File: src/rtl/jump_redirect_ctrl_pkg.sv
// Shared encodings for the jump-redirect controller: mux selects, redirect source, FSM state.
// The optional delay-slot flush policy is selected with JUMP_REDIRECT_DELAY_SLOT_EN.
package jump_redirect_ctrl_pkg;

    localparam int PC_BUS_W       = 16;
    localparam int JUMP_DATA_BUS_W = 2;

    localparam logic [JUMP_DATA_BUS_W-1:0] JUMP_DATA_NOP  = 2'b00;
    localparam logic [JUMP_DATA_BUS_W-1:0] JUMP_DATA_ALU  = 2'b01;
    localparam logic [JUMP_DATA_BUS_W-1:0] JUMP_DATA_JANS = 2'b10;

    typedef enum logic [1:0] {
        SRC_NONE = 2'b00,
        SRC_ID   = 2'b01,
        SRC_EX   = 2'b10
    } src_t;

    typedef enum logic {
        IDLE  = 1'b0,
        REDIR = 1'b1
    } state_t;

    // Only an EX-resolved branch has a wrong-path instruction sitting in ID.
    function automatic logic src_kills_id(input src_t src);
        return (src == SRC_EX);
    endfunction

endpackage

File: src/rtl/jump_redirect_ctrl.sv
// Picks the winning EX/ID redirect, steers the jump-data mux, holds the target for the PC stage
// and pulses the pipeline flushes on consume. Define JUMP_REDIRECT_DELAY_SLOT_EN for delay-slot flushing.
module jump_redirect_ctrl
    import jump_redirect_ctrl_pkg::*;
#(
    parameter int PC_W = PC_BUS_W
) (
    input  logic                       clk,
    input  logic                       rst,
    input  logic                       ex_jump_req,
    input  logic                       id_jump_req,
    input  logic [PC_W-1:0]            jump_addr,
    input  logic                       pc_stall,
`ifdef JUMP_REDIRECT_DELAY_SLOT_EN
    input  logic                       id_is_delay_slot,
`endif
    output logic [JUMP_DATA_BUS_W-1:0] jump_data_op,
    output logic                       redirect_valid,
    output logic [PC_W-1:0]            redirect_addr,
    output logic                       flush_if,
    output logic                       flush_id,
    output logic                       busy
);

    state_t            state_reg;
    src_t              src_reg;
    logic              redirect_valid_reg;
    logic [PC_W-1:0]   redirect_addr_reg;
    logic              flush_if_reg;
    logic              flush_id_reg;

    logic              accept_ex;
    logic              accept_id;
    logic              consume;
    logic              flush_if_next;
    logic              flush_id_next;

    // An EX branch may displace a held ID jump only while the PC stage is stalling;
    // in the consume cycle every request belongs to the wrong path.
    always_comb begin
        accept_ex = 1'b0;
        accept_id = 1'b0;
        consume   = 1'b0;
        if (state_reg == IDLE) begin
            accept_ex = ex_jump_req;
            accept_id = id_jump_req && !ex_jump_req;
        end else begin
            consume   = !pc_stall;
            accept_ex = ex_jump_req && pc_stall && (src_reg == SRC_ID);
        end
    end

    always_comb begin
        jump_data_op = JUMP_DATA_NOP;
        if (accept_ex) begin
            jump_data_op = JUMP_DATA_ALU;
        end else if (accept_id) begin
            jump_data_op = JUMP_DATA_JANS;
        end
    end

    always_comb begin
`ifdef JUMP_REDIRECT_DELAY_SLOT_EN
        flush_if_next = 1'b0;
        flush_id_next = src_kills_id(src_reg) && !id_is_delay_slot;
`else
        flush_if_next = 1'b1;
        flush_id_next = src_kills_id(src_reg);
`endif
    end

    always_ff @(posedge clk) begin
        if (rst) begin
            state_reg          <= IDLE;
            src_reg            <= SRC_NONE;
            redirect_valid_reg <= 1'b0;
            redirect_addr_reg  <= '0;
            flush_if_reg       <= 1'b0;
            flush_id_reg       <= 1'b0;
        end else begin
            flush_if_reg <= 1'b0;
            flush_id_reg <= 1'b0;
            if (state_reg == IDLE) begin
                if (accept_ex || accept_id) begin
                    state_reg          <= REDIR;
                    redirect_valid_reg <= 1'b1;
                    redirect_addr_reg  <= jump_addr;
                    src_reg            <= accept_ex ? SRC_EX : SRC_ID;
                end
            end else if (consume) begin
                state_reg          <= IDLE;
                redirect_valid_reg <= 1'b0;
                src_reg            <= SRC_NONE;
                flush_if_reg       <= flush_if_next;
                flush_id_reg       <= flush_id_next;
            end else if (accept_ex) begin
                redirect_addr_reg <= jump_addr;
                src_reg           <= SRC_EX;
            end
        end
    end

    assign redirect_valid = redirect_valid_reg;
    assign redirect_addr  = redirect_addr_reg;
    assign flush_if       = flush_if_reg;
    assign flush_id       = flush_id_reg;
    assign busy           = redirect_valid_reg;

endmodule

File: config.mk
export PLATFORM = sky130hd
export DESIGN_NAME = jump_redirect_ctrl
export DESIGN_NICKNAME = d
export VERILOG_FILES = /design/src/rtl/jump_redirect_ctrl_pkg.sv /design/src/rtl/jump_redirect_ctrl.sv
export SDC_FILE = /design/constraint.sdc
export NUM_CORES = 1
export LEC_CHECK = 0
export ABC_AREA = 1
export CAP_MARGIN = 30
export CORE_MARGIN = 3
export CORE_UTILIZATION = 45
export CTS_CLUSTER_DIAMETER = 80
export DETAILED_ROUTE_END_ITERATION = 12
export PLACE_DENSITY = 0.89
export SLEW_MARGIN = 20
export SYNTH_ARGS = -nofsm -noshare
export SYNTH_HDL_FRONTEND = slang
export SYNTH_SLANG_ARGS = --single-unit
File: constraint.sdc
create_clock -name clk -period 2.75 [get_ports clk]
set_input_delay 0.825 -clock clk [delete_from_list [all_inputs] [get_ports clk]]
set_output_delay 0.825 -clock clk [all_outputs]
set_load 0.03 [all_outputs]
* Word-level counts from Yosys, hierarchy flattened
Cells that the tools add are included. W data, S select, Z words.
Word-level totals: word-level logic and storage cells 47, flip-flop bits (word level) 22, bits of input ports 21, output and inout bits 22
Cells by class: reductions and logical operators 12, equality and inequality tests 6, bitwise gates (word level) 2, mux-type cells 21
Operators with widths (number):
- $mux W16 | 4
- $mux W2 | 7
- $mux W1 | 10
- $ne A2 B1 Y1 const B | 2
- $reduce_and A2 Y1 | 2
- $logic_and A1 B1 Y1 | 3
- $ne A3 B1 Y1 const B | 1
- $reduce_and A3 Y1 | 1
- $reduce_or A3 Y1 | 1
- $eq A2 B1 Y1 const B | 1
- $eq A2 B2 Y1 const B | 1
- $logic_not A1 Y1 | 2
- $ne A2 B2 Y1 const B | 1
- $not A1 Y1 | 2
- $reduce_bool A2 Y1 | 1
- $reduce_or A2 Y1 | 1
- $logic_or A1 B1 Y1 | 1

* Depth between registers and ports, before layout
Gate-level depths: netlist of run 1.
word-level depth 6, depth in mapped cells 8, gate-level depth less buffers 8

* Worst setup path before layout of run 1
No wires, ideal clock.
path kind input port to output port, from input port ex_jump_req, to output port jump_data_op[1], arrival 1.247 ns, setup slack 0.678 ns, stages 3, buffers on the path 0, data required time 1.925 ns, cell sequence nor2_1 nand2_2 inv_1
Between the ends: word-level cells in the longest chain between the ends 5, elaborated cells on any way between the ends 8, classes of those cells 4 x mux; 4 x reduce/logical
RTL lines:
- from (decl) | line jump_redirect_ctrl.sv:10 | input logic ex_jump_req,
- $logic_not A1 Y1 | line jump_redirect_ctrl.sv:46 | accept_id = id_jump_req && !ex_jump_req;
- $logic_and A1 B1 Y1 | line jump_redirect_ctrl.sv:46
- $mux W1 | line jump_redirect_ctrl.sv:44 | if (state_reg == IDLE) begin
- $mux W2 | line jump_redirect_ctrl.sv:57 | end else if (accept_id) begin
- $mux W2 * | line jump_redirect_ctrl.sv:55 | if (accept_ex) begin
- to (decl) | line jump_redirect_ctrl.sv:17 | output logic [JUMP_DATA_BUS_W-1:0] jump_data_op,
Mark *: on every way between the ends. The rest lies on a longest branch, timed or not.

* Final worst setup path of run 1
from input port ex_jump_req, to output port jump_data_op[0]
Between the ends: word-level cells in the longest chain between the ends 4
RTL lines:
- $logic_and A1 B1 Y1 (2 in a row) | line jump_redirect_ctrl.sv:49 | accept_ex = ex_jump_req && pc_stall && (src_reg == SRC_ID);
- $mux W1 * | line jump_redirect_ctrl.sv:44
- $mux W2 * | line jump_redirect_ctrl.sv:55
Marks and branches as above.

==> results of run 1 <==
## critical path, cell delays in order
cell and delay (ps):
clkdlybuf4s50_1 570, nand2_1 100, inv_2 80, nand2_4 70, nand2_1 70, buf_4 150
## cells in the mapped netlist
master,number,area (um^2)
a21oi_1,1,5.000
a21oi_2,16,140.1
a22oi_4,1,21.27
buf_12,2,40.04
buf_4,2,15.01
buf_6,1,11.26
clkbuf_8,1,13.76
dfxtp_1,22,440.4
inv_1,21,78.83
inv_2,2,7.510
inv_4,1,6.260
nand2_1,7,26.28
nand2_2,2,12.51
nand2_4,1,11.26
nand3_1,3,15.01
nand3_4,1,17.52
nand4_2,1,12.51
nor2_1,5,18.77
nor2_2,2,12.51
nor2_4,1,11.26
o21ai_0,4,20.02
o21ai_2,13,113.9
or2_4,1,8.760
## logic make-up (layout without fill, tap and decap cells)
| logic type | count (synthesis) | count (layout) | share of synthesized area, % |
|---|---|---|---|
| AO/OA/AOI/OAI | 35 | 35 | 28.33 |
| buffers and inverters | 30 | 71 | 16.29 |
| flip-flops | 22 | 22 | 41.56 |
| AND/OR/NAND/NOR | 24 | 24 | 13.81 |
## stage by stage
step / utilization [%] / hold WS (ps)
3_3_place_gp: 68.93 / 397.7
5_1_grt: 71.43 / 442.8
2_1_floorplan: - / 389.5
6_report: 71.43 / 419.9
4_1_cts: 71.43 / 426.0
3_5_place_dp: 68.93 / 407.9
## final cells by class
class,count,area (um^2)
flip-flops and latches,22,440.4
inverters,24,92.59
fillers,175,600.6
repair buffers,43,435.4
well taps,27,33.78
clock inverters,1,30.03
clock buffers,3,22.52
multi-input cells,59,446.7
## power by group
group          leakage (nW)  internal [W]  total [W]  switching (W)
logic                 0.450      0.000118   0.000270       0.000151
clock network        0.0279      0.000147   0.000243      0.0000955
registers             0.183      0.000350   0.000373      0.0000231
## routing by layer
layer	routed length, um	vias up	GRT usage, %	part of all wire [%]
met4	7	0	4.979	0.32
li1	-	433	-	-
met3	177	2	4.360	8.2
met2	1117	34	32.07	52
met1	861	372	17.08	40
met5	0	-	0	0
## how the worst min path moves through the flow
stage | end | slack (ps) | depth (start not counted)
after floorplan | flush_id | 390 | 1
after global placement | flush_id | 400 | 1
after detailed placement | flush_id | 410 | 1
after CTS | flush_id | 430 | 1
after global routing | flush_id | 440 | 1
final | flush_id | 420 | 1
==> impl_metrics.py, run 1 <==
metrics = {
    "outcome": {
        "status": "finished clean",
    },
    "clock_network": {
        "post_cts_buffers": 0,
        "cts_resized": 0,
        "cts_root_buffer": "clkbuf_4",
        "cts_tree": "done",
        "clk_pin_slew_worst_paths_ps": 120,
        "cts_buffer_depth": 2,
        "ctsHoldBuffers": 0,
        "clkSinkCount": 22,
        "clock_latency_ps": 300,
        "htreeDepth": 1,
        "cts_made_buffers": 3,
    },
    "placement": {
        "dp_hpwl_um": 1746,
        "placed_cells": 175,
        "preCtsSetupSlack_ps": 68.44,
        "portBuffers": 42,
        "gp_congestion": 0.7006,
        "post_dp_cell_area_um2": 1449,
    },
    "finish": {
        "largest_reg_flops": 16,
        "fin_area_um2": 1501,
        "finalNonFillerCells": 179,
        "drive_gt1_share_pct": 32.24,
        "nets": 174,
        "final_common_cell": "clkdlybuf4s50_1",
        "insertedDiodeCount": 0,
        "area_growth_pct": 41.68,
        "final_cell_mix": "clkdlybuf4s50_1, dfxtp_1, inv_1, a21oi_2, o21ai_2",
    },
    "worst_setup_path": {
        "r2r_end": "redirect_addr[3]",
        "r2r_setup_slack_ps": 1410,
        "startpoint_type": "primary input",
        "reg2reg_from": "state_reg",
        "worstSetupPathType": "in -> out",
        "required_ps": 1930,
        "crit_arrival_ps": 1870,
        "cp-startpoint": "ex_jump_req",
        "endpoint": "jump_data_op[0]",
        "endpoint_kind": "output port",
        "critical_path.max_fanout": 5,
        "reg2regPathDepth": 6,
    },
    "sta": {
        "clock_skew_ps": 1.377,
        "finalHoldViolations": 0,
        "setup_tns_ps": 0,
        "max_freq_ghz": 0.3715,
        "rsz0062_at_grt": "no",
        "min_period_ps": 2692,
        "max_slew_margin_pct": 78.45,
        "slew_violations": 0,
        "fin_ws_ps": 58.31,
        "finalSetupViolCount": 0,
        "worst_pin_slew_ps": 322.3,
        "finalCritPeriodShare_pct": 97.88,
    },
    "global_route": {
        "grt_pass1_wl_um": 3567,
        "antenna_found_initial": 0,
        "grt_overflow_total": 0,
        "grt_use_total_pct": 16.58,
        "grt_pass1_vias": 832,
        "grt_max_degree": 24,
    },
    "logic_synthesis": {
        "syn-num-nets": 132,
        "yosysSeqAreaShare_pct": 41.56,
        "ys_warn_count": 0,
        "ys_ff_latch": 22,
        "synth_area_um2": 1060,
        "ys_types": 23,
        "synthCells": 111,
        "synth_area_per_cell_um2": 9.547,
    },
    "hold_path": {
        "min_path_type": "reg -> reg",
        "hold_start": "src_reg[0]",
    },
    "route": {
        "vias": 841,
        "wl_um": 2164,
        "post_drt_wl_per_cell_um": 12.09,
        "drt-vias-per-instance": 4.698,
        "remaining_drc_errors": 0,
        "ant_nets": 0,
        "drt_iter0_markers": 8,
        "drtPass1Iterations": 4,
    },
    "floorplan": {
        "die_w_um": 54.53,
        "num_io_pins": 43,
        "die_h_um": 54.53,
        "dieArea_um2": 2974,
        "initial_core_util_pct": 50.42,
        "design.core.area_um2": 2102,
        "row_count": 16,
    },
    "flow_run": {
        "drv_cap": 0,
    },
    "pwr": {
        "powerDensity_nw_per_um2": 590.1,
        "finalPower_w": 0.0008860,
        "p_leak_nw": 0.6605,
        "vdd_drop_max_uv": 455.7,
    },
}
Power figures use the tool's default switching activity.
==> inputs of run 2 (changes only) <==
--- a/config.mk
+++ b/config.mk
@@ -11,6 +11,7 @@
 export CORE_UTILIZATION = 45
 export CTS_CLUSTER_DIAMETER = 80
 export DETAILED_ROUTE_END_ITERATION = 12
+export MAX_ROUTING_LAYER = met4
 export PLACE_DENSITY = 0.89
 export SLEW_MARGIN = 20
 export SYNTH_ARGS = -nofsm -noshare
==> results of run 2 <==
No change in the layout: final DEF, timing and power equal those of run 1.
Among the figures that moved: final weighted congestion in routability-driven placement 0.7006 -> 0.7083; overall routing resource usage 16.58% -> 17.05%
==> inputs of run 3 (changes only) <==
--- a/config.mk
+++ b/config.mk
@@ -8,11 +8,11 @@
 export ABC_AREA = 1
 export CAP_MARGIN = 30
 export CORE_MARGIN = 3
-export CORE_UTILIZATION = 45
+export CORE_UTILIZATION = 26
 export CTS_CLUSTER_DIAMETER = 80
 export DETAILED_ROUTE_END_ITERATION = 12
 export MAX_ROUTING_LAYER = met4
-export PLACE_DENSITY = 0.89
+export PLACE_DENSITY = 0.59
 export SLEW_MARGIN = 20
 export SYNTH_ARGS = -nofsm -noshare
 export SYNTH_HDL_FRONTEND = slang
==> impl_metrics.py, run 3 (synthesized netlist as in run 1, its figures left out) <==
metrics = {
    "clock_network": {
        "clk_pin_slew_worst_paths_ps": 70,
        "cts_root_buffer": "clkbuf_8",
        "clkSinkCount": 22,
        "ctsHoldBuffers": 0,
        "htreeDepth": 1,
        "cts_resized": 0,
        "cts_tree": "done",
        "post_cts_buffers": 0,
        "clock_latency_ps": 260,
        "cts_buffer_depth": 2,
        "cts_made_buffers": 3,
    },
    "worst_setup_path": {
        "r2r_setup_slack_ps": 1390,
        "endpoint_kind": "output port",
        "critical_path.max_fanout": 5,
        "required_ps": 1930,
        "startpoint_type": "primary input",
        "crit_arrival_ps": 1850,
        "worstSetupPathType": "in -> out",
    },
    "route": {
        "drt-vias-per-instance": 4.160,
        "remaining_drc_errors": 0,
        "drtPass1Iterations": 2,
        "drt_iter0_markers": 12,
        "vias": 832,
        "ant_nets": 0,
        "post_drt_wl_per_cell_um": 10.68,
        "wl_um": 2135,
    },
    "placement": {
        "dp_hpwl_um": 1650,
        "gp_congestion": 0.8841,
        "portBuffers": 42,
    },
    "floorplan": {
        "dieArea_um2": 4878,
        "num_io_pins": 43,
        "die_w_um": 69.85,
        "initial_core_util_pct": 27.90,
        "die_h_um": 69.85,
        "design.core.area_um2": 3799,
        "row_count": 22,
    },
    "finish": {
        "n_fill_cell": 395,
        "final_cell_mix": "clkdlybuf4s50_1, dfxtp_1, inv_1, a21oi_2, o21ai_2",
        "nets": 174,
        "area_growth_pct": 44.39,
        "drive_gt1_share_pct": 32.24,
        "insertedDiodeCount": 0,
        "largest_reg_flops": 16,
        "final_common_cell": "clkdlybuf4s50_1",
    },
    "hold_path": {
        "min_path_type": "reg -> reg",
    },
    "sta": {
        "finalCritPeriodShare_pct": 97.33,
        "setup_tns_ps": 0,
        "worst_pin_slew_ps": 337.0,
        "rsz0062_at_grt": "no",
        "max_freq_ghz": 0.3736,
        "clock_skew_ps": 1.603,
        "finalHoldViolations": 0,
        "slew_violations": 0,
        "min_period_ps": 2677,
        "max_slew_margin_pct": 77.46,
        "fin_hold_ws_ps": 417.3,
        "finalSetupViolCount": 0,
    },
    "pwr": {
        "vdd_drop_max_uv": 290.9,
        "p_leak_nw": 0.6613,
        "powerDensity_nw_per_um2": 566.8,
    },
    "global_route": {
        "grt_overflow_total": 0,
        "grt_use_total_pct": 9.432,
        "antenna_found_initial": 0,
        "grt_pass1_vias": 781,
        "grt_max_degree": 21,
        "grt_pass1_wl_um": 3608,
    },
    "outcome": {
        "status": "finished clean",
    },
    "flow_run": {
        "drv_cap": 0,
    },
}
[run 3: cell count changes in the layout (fill, tap and decap cells not counted), sizes merged]
cell | before | now
clkbuf | 3 | 4
bufinv | 1 | 0
[run 3: cell type report]
| type | count | area [um^2] | area share, % |
|---|---|---|---|
| well taps | 48 | 60.06 | 3.925 |
| clock buffers | 4 | 55.05 | 3.598 |
| repair buffers | 43 | 435.4 | 28.45 |
| inverters | 24 | 92.59 | 6.051 |
| multi-input cells | 59 | 446.7 | 29.19 |
| flip-flops and latches | 22 | 440.4 | 28.78 |
[run 3: power by group]
group	switching [W]	total (W)	internal [W]
Combinational	0.000149	0.000268	0.000118
Sequential	0.0000225	0.000373	0.000350
Clock	0.0000995	0.000227	0.000127
Total	0.000271	0.000867	0.000596
[run 3: per-stage QoR]
| stage | setup WS [ps] | cell area [um^2] | power (W) | utilization (%) | instances |
|---|---|---|---|---|---|
| after floorplan | 678.4 | 1060 | 0.0005615 | - | 111 |
| after global placement | 131.1 | 1475 | 0.0006460 | 38.83 | 196 |
| after detailed placement | 82.46 | 1475 | 0.0006509 | 38.83 | 196 |
| after CTS | 75.62 | 1530 | 0.0008860 | 40.28 | 200 |
| after global routing | 0.9528 | 1530 | 0.0009182 | 40.28 | 200 |
| final | 73.41 | 1530 | 0.0008674 | 40.28 | 200 |
[run 3: critical path, stage by stage]
cell             delay, ps
clkdlybuf4s50_1        570
nand2_1                100
inv_2                   70
nand2_4                 70
nand2_1                 60
buf_4                  150
[run 3: metal layers]
layer  wire length, um  vias to the layer above  GRT usage [%]
li1                  -                      430              -
met2              1101                       24          15.42
met3               136                        2          4.058
met5                 0                        -              -
met4                17                        0          3.191
met1               879                      376          10.25
[run 3: final timing paths]
path / end / startpoint / cells after the start
worst max register to register: redirect_addr[6] / state_reg / 6
worst max-delay path: jump_data_op[0] / ex_jump_req / 6
worst min register to register: flush_id / src_reg[0] / 1
worst min-delay path: flush_id / src_reg[0] / 1
